[src/rtl/rr_arbiter8.sv]
// Eight-way round-robin arbiter with registered one-hot grant, grant index and
// a hold limit that forcibly ends an ownership after MAX_HOLD cycles.
module rr_arbiter8 #(
  parameter int MAX_HOLD = 16,
  parameter int CNT_W    = 8
) (
  input  logic       clk,
  input  logic       reset,
  input  logic [7:0] req,
  input  logic       done,
  output logic [7:0] grant,
  output logic [2:0] grant_id,
  output logic       grant_valid,
  output logic       timeout
);

  typedef enum logic [0:0] {
    ST_IDLE  = 1'b0,
    ST_GRANT = 1'b1
  } state_t;

  localparam logic             HOLD_EN   = (MAX_HOLD != 0);
  localparam logic [CNT_W-1:0] HOLD_LAST = CNT_W'(MAX_HOLD - 1);
  localparam logic [CNT_W-1:0] CNT_MAX   = {CNT_W{1'b1}};
  localparam logic [CNT_W-1:0] CNT_ONE   = {{(CNT_W-1){1'b0}}, 1'b1};

  // Returns {found, index} of the first set request searching from p upward (mod 8).
  function automatic logic [3:0] rr_pick(input logic [7:0] r, input logic [2:0] p);
    logic [3:0] res;
    logic [2:0] idx;
    res = 4'b0000;
    for (int i = 7; i >= 0; i--) begin
      idx = p + 3'(i);
      if (r[idx]) begin
        res = {1'b1, idx};
      end else begin
        res = res;
      end
    end
    return res;
  endfunction

  state_t           state_r, state_s;
  logic [7:0]       grant_r, grant_s;
  logic [2:0]       grant_id_r, grant_id_s;
  logic             grant_valid_r, grant_valid_s;
  logic             timeout_r, timeout_s;
  logic [2:0]       ptr_r, ptr_s;
  logic [CNT_W-1:0] hold_cnt_r, hold_cnt_s;
  logic [3:0]       pick_s;
  logic             lim_s;
  logic             release_s;

  // Next-state and next-output decode for the IDLE/GRANT controller.
  always_comb begin
    state_s       = state_r;
    grant_s       = grant_r;
    grant_id_s    = grant_id_r;
    grant_valid_s = grant_valid_r;
    timeout_s     = 1'b0;
    ptr_s         = ptr_r;
    hold_cnt_s    = hold_cnt_r;
    pick_s        = rr_pick(req, ptr_r);
    lim_s         = HOLD_EN && (hold_cnt_r == HOLD_LAST);
    release_s     = done | ~req[grant_id_r] | lim_s;

    case (state_r)
      ST_IDLE: begin
        if (pick_s[3]) begin
          grant_s       = 8'b0000_0001 << pick_s[2:0];
          grant_id_s    = pick_s[2:0];
          grant_valid_s = 1'b1;
          hold_cnt_s    = {CNT_W{1'b0}};
          state_s       = ST_GRANT;
        end else begin
          grant_s       = 8'b0000_0000;
          grant_valid_s = 1'b0;
        end
      end
      ST_GRANT: begin
        if (release_s) begin
          grant_s       = 8'b0000_0000;
          grant_valid_s = 1'b0;
          ptr_s         = grant_id_r + 3'd1;
          // Only a genuine limit expiry pulses timeout; done or a dropped request win.
          timeout_s     = lim_s & ~done & req[grant_id_r];
          state_s       = ST_IDLE;
        end else if (hold_cnt_r != CNT_MAX) begin
          hold_cnt_s    = hold_cnt_r + CNT_ONE;
        end else begin
          hold_cnt_s    = hold_cnt_r;
        end
      end
      default: begin
        state_s       = ST_IDLE;
        grant_s       = 8'b0000_0000;
        grant_valid_s = 1'b0;
      end
    endcase
  end

  // State and output registers with synchronous reset.
  always_ff @(posedge clk) begin
    if (reset) begin
      state_r       <= ST_IDLE;
      grant_r       <= 8'b0000_0000;
      grant_id_r    <= 3'd0;
      grant_valid_r <= 1'b0;
      timeout_r     <= 1'b0;
      ptr_r         <= 3'd0;
      hold_cnt_r    <= {CNT_W{1'b0}};
    end else begin
      state_r       <= state_s;
      grant_r       <= grant_s;
      grant_id_r    <= grant_id_s;
      grant_valid_r <= grant_valid_s;
      timeout_r     <= timeout_s;
      ptr_r         <= ptr_s;
      hold_cnt_r    <= hold_cnt_s;
    end
  end

  assign grant       = grant_r;
  assign grant_id    = grant_id_r;
  assign grant_valid = grant_valid_r;
  assign timeout     = timeout_r;

endmodule

[config.mk]
export PLATFORM = sky130hd
export DESIGN_NAME = rr_arbiter8
export DESIGN_NICKNAME = d
export VERILOG_FILES = /design/src/rtl/rr_arbiter8.sv
export SDC_FILE = /design/constraint.sdc
export NUM_CORES = 1
export LEC_CHECK = 0
export CAP_MARGIN = 40
export CORE_AREA = 2 2 84 107
export CTS_CLUSTER_DIAMETER = 150
export DETAILED_ROUTE_END_ITERATION = 10
export DIE_AREA = 0 0 86 109
export PLACE_DENSITY = 0.5
export SLEW_MARGIN = 20
export SYNTH_ARGS = -nofsm -noshare
export SYNTH_HDL_FRONTEND = slang
export SYNTH_SLANG_ARGS = --single-unit
[constraint.sdc]
create_clock -name clk -period 7.49 [get_ports clk]
set_input_delay 2.247 -clock clk [delete_from_list [all_inputs] [get_ports clk]]
set_output_delay 2.247 -clock clk [all_outputs]
set_load 0.01 [all_outputs]
==> flow_summary.ini <==
[yosys]
synth.distinct_cells = 58
synth_top_cell_area_share_pct = 22.7
synthArstFlopShare_pct = 0
synth_top_cell_by_area = dfxtp_1
syn_area_sq_um = 2210
netlist_instances = 228
synth.avg_cell_area_sq_um = 9.67
yosys_register_bits = 25
synthTopCellsByArea = dfxtp_1 23%, mux4_2 11%, mux2_2 5.6%
yosys_warnings = 0
synth-edff-count = 0
syn-num-nets = 243
synth_ff_type = dfxtp_1
synth_seq_area_share_pct = 22.7

[sta]
finalCritPeriodShare_pct = 67.8
fmax_mhz = 197
rsz0062_at_grt = false
tns_ns = 0
fin_skew_ns = 0.00474
fin_crit_ns = 5.08
worst_slack_ns = 2.41
maxSlewViolCount = 0
worst_pin_slew_ns = 0.731
setup_violations = 0
hold_ws_ns = 0.473
max-slew-margin-rel_pct = 51.2
hold_violations = 0

[finish]
antenna_cells = 0
synthToLayoutAreaGrowth_pct = 15.7
final_common_cell = nor2_1
fin_nets = 260
final_cell_mix = 28 x nor2_1, 25 x dfxtp_1, 23 x clkdlybuf4s50_1
drive_gt1_share_pct = 17.6
final_area_sq_um = 2550

[min_path]
hold_class = reg -> reg

[clock_network]
cts.sinks = 25
cts-root-buf = clkbuf_8
cts_setup_buffers = 0
numCtsBuffers = 3
tritoncts = done
clk_pin_slew_ns = 0.08
ctsHoldBuffers = 0
cts_max_level = 1
cts.path.max_buffers = 2
ctsResizeCount = 0
worstSkewPairLatency_ns = 0.26

[routing]
drt-met1-wl_microns = 2580
dr_total_vias = 1825
totalWireLength_microns = 5540
route.top_layer_used = met4
dr.pass1.iters = 4
detail_route.iter0.violations = 92
via_per_inst = 5.31
drc = 0
wl_met2_microns = 2750
ant_nets = 0
wire_per_inst_microns = 16.1
wl_met3_microns = 159

[placement]
io_buffer_count = 23
gp_congestion = 0.820
pre_cts_ws_ns = 2.15
dp_hpwl_microns = 4130
place_area_sq_um = 2510

[die]
die_x_microns = 86
die-area_sq_um = 9370
start_util_pct = 26.2
core_area_sq_um = 8420
fp.dieH_microns = 109
io_pins = 24
core.rowCount = 38

[grt]
antenna_found_initial = 0
grt_pass1_vias = 1817
grt_pass1_wl_microns = 9290
grt_max_degree = 28
grt_remaining_overflow = 0
grt_use_total_pct = 12.3

[worst_setup_path]
crit_path_end_kind = register
arrival_ns = 5.28
crit_path_max_fanout = 12
crit_required_ns = 7.69
start_kind = primary input
path_class = in -> reg

[pwr]
p_per_area_nw_per_um2 = 248
p_total_mw = 0.634
power.leakage_nw = 0.874
ir_worst_vdd_v = 0.000106

[run]
maxCapViolations = 0

[status]
status = finished clean
state kept, by name, summed over array words and instances (netlist names):
name         count
grant_id         3
hold_cnt_r       8
timeout          1
state_r          1
grant_valid      1
ptr_r            3
grant            8
per-layer routing:
metal,vias to the layer above,global-route usage (%)
li1,918,-
met1,873,16.2
met2,30,21.8
met3,4,0.908
met4,0,2.83
met5,-,0
worst max-delay path, stage by stage:
cell and delay (ns):
clkdlybuf4s50_1 0.72, mux2_2 0.29, mux2i_1 0.11, a221oi_4 0.45, nor4_1 0.11, a21oi_1 0.61, nor3b_1 0.51, a32o_1 0.23
cell usage after synthesis, types with 2 or more instances:
master     n
nor3_1     9
a22oi_1    2
nand3_1    5
mux4_1     4
buf_6      2
or2_2      4
mux4_2    11
and2b_1    2
clkbuf_1   5
a221oi_1   5
xor2_1     2
ha_1       4
inv_1      5
nor2b_1    5
dfxtp_1   25
a21oi_1    3
and2_1     3
nand2_1   12
mux2_2    11
a211oi_1   4
o21ai_0    5
a22o_1     2
nor4_1     4
nor3b_1    3
buf_2      7
nor2_1    28
mux2i_1   10
a21o_1     2
xnor2_1    7
o32ai_1    2
a32o_1     8
path summary, 6_finish.rpt:
check / startpoint / end / slack (ns) / depth (start not counted)
worst max-delay path: req[0] / grant[5]$_SDFFE_PP0P_ / 2.41 / 8
worst min-delay path: grant_valid$_SDFFE_PP0P_ / grant_valid$_SDFFE_PP0P_ / 0.47 / 1
worst max register to register: ptr_r[0]$_SDFFE_PP0P_ / grant[5]$_SDFFE_PP0P_ / 3.57 / 10
worst min register to register: grant_valid$_SDFFE_PP0P_ / grant_valid$_SDFFE_PP0P_ / 0.47 / 1
final cells by class:
type | instances | area (sq um)
fill | 874 | 5860
multi-input combinational | 181 | 1600
sequential | 25 | 500
timing repair buffer | 28 | 263
tap | 100 | 125
clock buffer | 4 | 45.0
inverter | 6 | 22.5
per-stage QoR:
step | instances | utilization, %
after CTS | 344 | 30.3
after global routing | 344 | 30.3
after detailed placement | 340 | 29.8
after global placement | 338 | 29.7
after floorplan | 228 | -
final | 344 | 30.3
where the power goes:
part	internal [mW]	total, mW	switching [mW]
registers	0.151	0.170	0.0186
logic	0.181	0.387	0.206
clock network	0.0379	0.0768	0.0389
total	0.370	0.634	0.264
cells by family after synthesis:
| group | after synthesis | synth area share, % |
|---|---|---|
| AOI/OAI and AO/OA | 44 | 17.4 |
| xor gates and xnor gates | 10 | 4.82 |
| adders and majority gates | 4 | 2.27 |
| buffers and inverters | 22 | 4.99 |
| DFF | 25 | 22.7 |
| muxes | 38 | 27.8 |
| and+or+nand+nor | 85 | 20.1 |
No activity file was read; power rests on OpenSTA's default activity.
